## config.mk

```make
export PLATFORM = sky130hd
export DESIGN_NAME = ex_stage
export DESIGN_NICKNAME = d
export VERILOG_FILES = /design/src/rtl/ex_stage.sv
export SDC_FILE = /design/constraint.sdc
export NUM_CORES = 1
export LEC_CHECK = 0
export CORE_UTILIZATION = 52
export DETAILED_ROUTE_END_ITERATION = 8
export MAX_ROUTING_LAYER = met4
export PLACE_DENSITY = 0.89
export SYNTH_ARGS = -nofsm -noshare
export SYNTH_HDL_FRONTEND = slang
export SYNTH_SLANG_ARGS = --single-unit
```

## constraint.sdc

```tcl
create_clock -name vclk -period 10.3
set_input_delay 3.09 -clock vclk [all_inputs]
set_output_delay 3.09 -clock vclk [all_outputs]
set_load 0.005 [all_outputs]
```

## src/rtl/ex_stage.sv

```systemverilog
// Execute stage: single-cycle ALU/branch/jump/load-store resolution plus an optional
// 32-cycle restoring divider (DIV/DIVU/REM/REMU), enabled by defining RV32M_DIV_EN.
`ifndef EX_STAGE_BUS_DEFS
`define EX_STAGE_BUS_DEFS
`define AluSelBus  3:0
`define AluOpBus   7:0
`define RegBus     31:0
`define RegAddrBus 4:0
`define MemAddrBus 31:0
`endif

module ex_stage (
  input  logic               clock,
  input  logic               reset,
  input  logic [`AluSelBus]  alusel_i,
  input  logic [`AluOpBus]   aluop_i,
  input  logic [`RegBus]     op1_i,
  input  logic [`RegBus]     op2_i,
  input  logic [`RegBus]     link_addr_i,
  input  logic               write_i,
  input  logic [`RegAddrBus] regw_addr_i,
  input  logic [`RegBus]     mem_offset_i,
  input  logic [`MemAddrBus] br_addr_i,
  input  logic [`MemAddrBus] br_offset_i,
  output logic               write_o,
  output logic [`RegAddrBus] regw_addr_o,
  output logic [`RegBus]     regw_data_o,
  output logic [`AluOpBus]   aluop_o,
  output logic [`MemAddrBus] mem_addr_o,
  output logic [`RegBus]     mem_data_o,
  output logic               br_o,
  output logic [`MemAddrBus] br_target_o,
  output logic               stall_req_o
);
  localparam logic [3:0] SEL_LOGIC = 4'd1, SEL_SHIFT = 4'd2, SEL_ARITH = 4'd3, SEL_CMP = 4'd4,
                         SEL_JUMP  = 4'd5, SEL_BRANCH = 4'd6, SEL_DIV = 4'd8;
  localparam logic [7:0] OP_AND = 8'h01, OP_OR = 8'h02, OP_XOR = 8'h03, OP_SLL = 8'h04,
                         OP_SRL = 8'h05, OP_SRA = 8'h06, OP_ADD = 8'h07, OP_SUB = 8'h08,
                         OP_SLT = 8'h09, OP_SLTU = 8'h0A, OP_BEQ = 8'h0D, OP_BNE = 8'h0E,
                         OP_BLT = 8'h0F, OP_BGE = 8'h10, OP_BLTU = 8'h11, OP_BGEU = 8'h12,
                         OP_DIV = 8'h1B, OP_DIVU = 8'h1C, OP_REM = 8'h1D, OP_REMU = 8'h1E;

  logic [31:0] alu_res;
  logic        alu_br, lt_s, lt_u, is_div;

  assign lt_s   = $signed(op1_i) < $signed(op2_i);
  assign lt_u   = op1_i < op2_i;
  assign is_div = (alusel_i == SEL_DIV);

  always_comb begin
    alu_res = '0;
    alu_br  = 1'b0;
    case (alusel_i)
      SEL_LOGIC: case (aluop_i)
        OP_AND:  alu_res = op1_i & op2_i;
        OP_OR:   alu_res = op1_i | op2_i;
        OP_XOR:  alu_res = op1_i ^ op2_i;
        default: alu_res = '0;
      endcase
      SEL_SHIFT: case (aluop_i)
        OP_SLL:  alu_res = op1_i << op2_i[4:0];
        OP_SRL:  alu_res = op1_i >> op2_i[4:0];
        OP_SRA:  alu_res = $unsigned($signed(op1_i) >>> op2_i[4:0]);
        default: alu_res = '0;
      endcase
      SEL_ARITH: case (aluop_i)
        OP_ADD:  alu_res = op1_i + op2_i;
        OP_SUB:  alu_res = op1_i - op2_i;
        default: alu_res = '0;
      endcase
      SEL_CMP: case (aluop_i)
        OP_SLT:  alu_res = {31'b0, lt_s};
        OP_SLTU: alu_res = {31'b0, lt_u};
        default: alu_res = '0;
      endcase
      SEL_JUMP: begin
        alu_res = link_addr_i;
        alu_br  = 1'b1;
      end
      SEL_BRANCH: case (aluop_i)
        OP_BEQ:  alu_br = (op1_i == op2_i);
        OP_BNE:  alu_br = (op1_i != op2_i);
        OP_BLT:  alu_br = lt_s;
        OP_BGE:  alu_br = ~lt_s;
        OP_BLTU: alu_br = lt_u;
        OP_BGEU: alu_br = ~lt_u;
        default: alu_br = 1'b0;
      endcase
      default: alu_res = '0;
    endcase
  end

`ifdef RV32M_DIV_EN
  typedef enum logic [1:0] {IDLE, BUSY, DONE} div_state_e;
  div_state_e  state, state_nx;
  logic [5:0]  cnt;
  logic [31:0] quo_r, rem_r, dvs_r, abs1, abs2, div_res;
  logic [32:0] rem_sh, rem_diff;
  logic        neg_q_r, neg_r_r, signed_op, quo_op, s1, s2, div_zero, div_ovf, step_ok;
  logic        div_stall, div_done;

  assign signed_op = (aluop_i == OP_DIV) || (aluop_i == OP_REM);
  assign quo_op    = (aluop_i == OP_DIV) || (aluop_i == OP_DIVU);
  assign s1        = signed_op & op1_i[31];
  assign s2        = signed_op & op2_i[31];
  assign abs1      = s1 ? -op1_i : op1_i;
  assign abs2      = s2 ? -op2_i : op2_i;
  assign div_zero  = (op2_i == '0);
  assign div_ovf   = signed_op && (op1_i == 32'h8000_0000) && (op2_i == 32'hFFFF_FFFF);
  // Partial remainder stays below the divisor, so the shifted value fits in 33 bits.
  assign rem_sh    = {rem_r, quo_r[31]};
  assign rem_diff  = rem_sh - {1'b0, dvs_r};
  assign step_ok   = ~rem_diff[32];
  assign div_res   = quo_op ? (neg_q_r ? -quo_r : quo_r) : (neg_r_r ? -rem_r : rem_r);

  always_ff @(posedge clock) begin
    if (reset) state <= IDLE;
    else       state <= state_nx;
  end

  always_comb begin
    state_nx  = state;
    div_stall = 1'b0;
    div_done  = 1'b0;
    case (state)
      IDLE: if (is_div) begin
        div_stall = 1'b1;
        state_nx  = (div_zero || div_ovf) ? DONE : BUSY;
      end
      BUSY: begin
        div_stall = 1'b1;
        if (cnt == 6'd31) state_nx = DONE;
      end
      DONE: begin
        div_done = 1'b1;
        state_nx = IDLE;
      end
      default: state_nx = IDLE;
    endcase
  end

  always_ff @(posedge clock) begin
    if (reset) begin
      cnt     <= '0;
      quo_r   <= '0;
      rem_r   <= '0;
      dvs_r   <= '0;
      neg_q_r <= 1'b0;
      neg_r_r <= 1'b0;
    end else begin
      case (state)
        IDLE: if (is_div) begin
          cnt <= '0;
          // Special cases preload the final result and bypass sign fix-up.
          if (div_zero) begin
            quo_r <= 32'hFFFF_FFFF; rem_r <= op1_i; neg_q_r <= 1'b0; neg_r_r <= 1'b0;
          end else if (div_ovf) begin
            quo_r <= 32'h8000_0000; rem_r <= '0;    neg_q_r <= 1'b0; neg_r_r <= 1'b0;
          end else begin
            quo_r <= abs1; rem_r <= '0; dvs_r <= abs2; neg_q_r <= s1 ^ s2; neg_r_r <= s1;
          end
        end
        BUSY: begin
          quo_r <= {quo_r[30:0], step_ok};
          rem_r <= step_ok ? rem_diff[31:0] : rem_sh[31:0];
          cnt   <= cnt + 6'd1;
        end
        default: ;
      endcase
    end
  end
`else
  // Without the divider the clock has no other load.
  logic unused_clock;
  assign unused_clock = clock;
`endif

  always_comb begin
    write_o     = 1'b0;
    regw_addr_o = '0;
    regw_data_o = '0;
    aluop_o     = '0;
    mem_addr_o  = '0;
    mem_data_o  = '0;
    br_o        = 1'b0;
    br_target_o = '0;
    stall_req_o = 1'b0;
    if (!reset) begin
      regw_addr_o = regw_addr_i;
      aluop_o     = aluop_i;
      mem_addr_o  = op1_i + mem_offset_i;
      mem_data_o  = op2_i;
      br_target_o = br_addr_i + br_offset_i;
      if (is_div) begin
`ifdef RV32M_DIV_EN
        stall_req_o = div_stall;
        if (div_done) begin
          regw_data_o = div_res;
          write_o     = write_i;
        end
`endif
      end else begin
        regw_data_o = alu_res;
        write_o     = write_i;
        br_o        = alu_br;
      end
    end
  end
endmodule

```

======== Word-level counts from Yosys, hierarchy flattened ========
Cells that the tools add are included.
storage, ports and cells
  register bits after elaboration ......... 0
operators by class
  bitwise operators ....................... 5
  shift-type cells ........................ 3
  $lt $le $gt $ge ......................... 2
  $add $sub $neg .......................... 4
  equality and inequality tests ........... 25
  muxes and demuxes ....................... 18
operator list
  kind                                                             number
  32-bit one-hot mux with 3 select lines                           2
  32-bit 2-to-1 mux                                                5
  32-bit one-hot mux with 5 select lines                           1
  32-bit adder                                                     3
  32-bit less-than comparator                                      2
  32-bit one-hot mux with 2 select lines                           1
  8-bit by 4-bit == test with 1-bit output, second input constant  6
  32-bit bitwise AND                                               1
  32-bit == test                                                   1
  8-bit by 3-bit == test with 1-bit output, second input constant  4
  32-bit inequality test                                           1
  32-bit bitwise OR                                                1
  32-bit by 5-bit left shift with 32-bit output                    1
  32-bit by 5-bit right shift with 32-bit output                   1
  32-bit by 5-bit >>> shifter with 32-bit output                   1
  32-bit subtractor                                                1
  32-bit bitwise XOR                                               1
  8-bit by 5-bit == test with 1-bit output, second input constant  3
  8-bit by 2-bit == test with 1-bit output, second input constant  2
  4-bit by 3-bit == test with 1-bit output, second input constant  3
  4-bit by 2-bit == test with 1-bit output, second input constant  2
  8-bit by 1-bit == test with 1-bit output, second input constant  1
  8-bit 2-to-1 mux                                                 1
  1-bit one-hot mux with 6 select lines                            1
  other kinds (6)                                                  11

======== Logic depth before layout (Yosys ltp) ========
  word-level depth ........................ 6
  gate-level depth with buffers ........... 15
  mapped depth without buffers ............ 12

======== Worst setup path before layout ========
OpenSTA, ideal clock, no wires.
  path type ............................... in2out
  start ................................... input op2_i[2]
  end ..................................... output regw_data_o[28]
  required time ........................... 7.210 ns
  slack ................................... 0.552 ns
  path buffers ............................ 4
  data arrival time ....................... 6.658 ns
  stages on the path ...................... 15
  cell sequence ........................... clkbuf_1 > inv_2 > buf_2 > buf_1 > clkbuf_1 > ha_1 > and2b_1 > o21ai_1 > a21o_1 > a311o_1 > a2111oi_4 > o41ai_1 > o21ai_1 > nor3b_1 > or4_1
on the way
  cells in the longest elaborated chain, start to end .. 5
ends and longest elaborated chain
  element                                                                                           line    source
  from (decl)                                                                                       18      input logic [`RegBus] op2_i,
  32-bit subtractor (tied with other cells)                                                         68      OP_SUB: alu_res = op1_i - op2_i;
  32-bit one-hot mux with 2 select lines or 32-bit one-hot mux with 3 select lines (tied branches)  66, 60
  32-bit one-hot mux with 5 select lines (*)                                                        53      case (alusel_i)
  32-bit 2-to-1 mux (*)                                                                             194     if (is_div) begin
  32-bit 2-to-1 mux (*)                                                                             188     if (!reset) begin
  to (decl)                                                                                         27      output logic [`RegBus] regw_data_o,
Every way passes the cells marked *; elsewhere a longest branch is shown, timed or not.

======== Worst setup path in the final report ========
  start ................................... input op2_i[24]
  end ..................................... output regw_data_o[31]
on the way
  cells in the longest elaborated chain, start to end .. 5
ends and longest elaborated chain
  element                                            line    source
  32-bit subtractor or 32-bit adder (tied branches)  68, 67
  32-bit one-hot mux with 2 select lines (*)         66      SEL_ARITH: case (aluop_i)
  32-bit one-hot mux with 5 select lines (*)         53
  32-bit 2-to-1 mux (*)                              194
  32-bit 2-to-1 mux (*)                              188
Marks and branches as above.

==> impl_metrics.tcl <==
set metrics [dict create \
    final_cells 2580 \
    grt.total_usage 0.477 \
    violations "DRC" \
    min_period_over_period 0.995 \
    crit_fanout 14 \
    core_area_mm2 0.0245 \
    cts_hold_buf 0 \
    drt_wl_total_um 62300 \
    drc 1 \
    die_y_um 160 \
    dp_cells 2576 \
    required_ps 7210 \
    die_area_mm2 0.0257 \
    port_buffers 354 \
    rsz0062_at_grt "false" \
    row_count 57 \
    io_pins 356 \
    syn-num-nets 2269 \
    seq_cells 0 \
    grt_overflow 0 \
    ant_nets 0 \
    area.sequential_um2 0 \
    arrival_ps 7150 \
    place_congestion 1.19 \
    post-place-ws_ps -2.06 \
    area_growth_pct 34.9 \
    synth_warnings 0 \
    setup_ws_ps 55.4 \
    grt_max_degree 83 \
    via_per_inst 6.91 \
    synth.cell_area_mm2 0.0130 \
    nNetsFinal 2642 \
    grt_pass1_vias 16700 \
    max_freq_mhz 97.6 \
    setup_viol 0 \
    synthCells 1882 \
    num_vias 17800 \
    synth.distinct_cells 79 \
    layout_commonest_cell "clkdlybuf4s50_1" \
    slew_violations 0 \
    antenna_found_initial 3 \
    clock_buffers 0 \
    criticalPathCategory "in2out" \
    power_uw 954 \
    drt_pass1_iterations 9 \
    die_w_um 160 \
    p_per_area_mw_per_mm2 54.2 \
    grt_pass1_wl_um 94100 \
    syn_avg_cell_area_um2 6.93 \
    drtIter0Drc 2849 \
    maxCapViolCount 0 \
    hold_path_startpoint "op2_i[3]" \
    ys_seq_area_frac 0 \
    start_util 0.533 \
    fin_area_mm2 0.0176 \
    min_path_type "in2out" \
    peakVddDrop_mv 0.0375 \
    leakage_nw 7.24 \
    placed_area_mm2 0.0175 \
    status "complete, but fails checks" \
    drive_gt1_frac 0.126 \
    relSlewSlack 0.419 \
    wire_per_inst_um 24.2 \
    startpoint "op2_i[24]" \
    worst_pin_slew_ps 871 \
    endpoint_kind "output pin" \
    start_kind "input pin" \
    final.min_clock_period_ps 10240 \
    hpwl_um 49900 \
    hold_viol 0 \
    layout_common_cells "clkdlybuf4s50_1, nor2_1, ha_1" \
]
worst paths after layout:
check / end / slack [ps] / cells past startpoint
worst min-delay path: mem_data_o[3] / 6900 / 4
worst max-delay path: regw_data_o[31] / 60 / 15
critical path, cell delays in order:
cell and delay [ps]:
clkdlybuf4s50_1 560, inv_1 130, ha_1 310, buf_4 210, o21ai_0 110, o21bai_1 350
a211oi_1 140, o31ai_1 560, nor4b_2 150, nor2_1 310, buf_4 170, nand4_1 90
o211a_1 150, nor3_1 250, clkdlybuf4s50_1 570
what timing repair did:
| action | 4_1_cts | 5_1_grt |
|---|---|---|
| pin swaps | 0 | 4 |
| endpoints found under the hold margin | 0 | 0 |
| buffers inserted | 0 | 1 |
| gates resized for setup | 1 | 15 |
| endpoints found under the setup margin | 1 | 13 |
cell usage after synthesis, drive strengths merged, types with 9 or more instances:
| cell type | count | area share |
|---|---|---|
| a2111oi | 9 | 0.0080 |
| a211o | 9 | 0.0060 |
| a211oi | 33 | 0.019 |
| a21o | 35 | 0.020 |
| a21oi | 164 | 0.063 |
| a221o | 14 | 0.011 |
| a221oi | 26 | 0.018 |
| a222oi | 10 | 0.0077 |
| a22oi | 16 | 0.0092 |
| a31oi | 22 | 0.011 |
| and2 | 11 | 0.0053 |
| buf | 38 | 0.016 |
| clkbuf | 84 | 0.024 |
| ha | 171 | 0.16 |
| inv | 105 | 0.030 |
| mux2 | 40 | 0.035 |
| mux2i | 35 | 0.027 |
| mux4 | 60 | 0.10 |
| nand2 | 143 | 0.041 |
| nand2b | 21 | 0.010 |
| nand3 | 37 | 0.014 |
| nand4 | 15 | 0.0072 |
| nor2 | 260 | 0.075 |
| nor2b | 35 | 0.017 |
| nor3 | 46 | 0.018 |
| nor4 | 12 | 0.0067 |
| o211ai | 23 | 0.013 |
| o21a | 18 | 0.010 |
| o21ai | 140 | 0.054 |
| o21bai | 22 | 0.013 |
| o221ai | 10 | 0.0067 |
| o22ai | 15 | 0.0072 |
| o31ai | 17 | 0.0098 |
| or2 | 12 | 0.0058 |
| or3 | 18 | 0.0086 |
| or4 | 10 | 0.0058 |
| xnor2 | 30 | 0.020 |
| xor2 | 20 | 0.013 |
final cells by class:
class	instances	area, um2
Fill cell	2058	6870
Timing Repair Buffer	493	4570
Antenna cell	3	7.51
Tap cell	324	405
Multi-Input combinational cell	1651	12200
Inverter	109	409
power breakdown:
| group | leakage (nW) | internal, mW | switching (mW) |
|---|---|---|---|
| logic | 7.24 | 0.440 | 0.513 |
| registers | 0 | 0 | 0 |
| clock network | 0.0000190 | 0.0000000390 | 0 |
| total | 7.24 | 0.440 | 0.513 |
per-layer routing:
layer,vias to the layer above,GRT usage,routed length [um]
li1,7842,-,-
met1,8154,0.590,22300
met2,1479,0.728,26800
met3,340,0.0883,8520
met4,0,0.275,4750
met5,-,-,0
per-stage QoR:
stage               hold slack (ps)   util  setup TNS [ps]
floorplan                      6290      -               0
global placement               6890  0.715           -67.2
detailed placement             6890  0.715           -2.06
CTS                            6890  0.716               0
global route                   6920  0.719               0
finish                         6900  0.719               0
logic make-up after synthesis:
group	after synthesis	share of synthesized area
simple gates	640	0.226
other cells	1	0.000288
buf+inv	231	0.0712
mux	135	0.165
fa+ha+maj	175	0.170
xor+xnor	50	0.0336
compound gates	650	0.334
No activity file was read; power rests on OpenSTA's default activity.
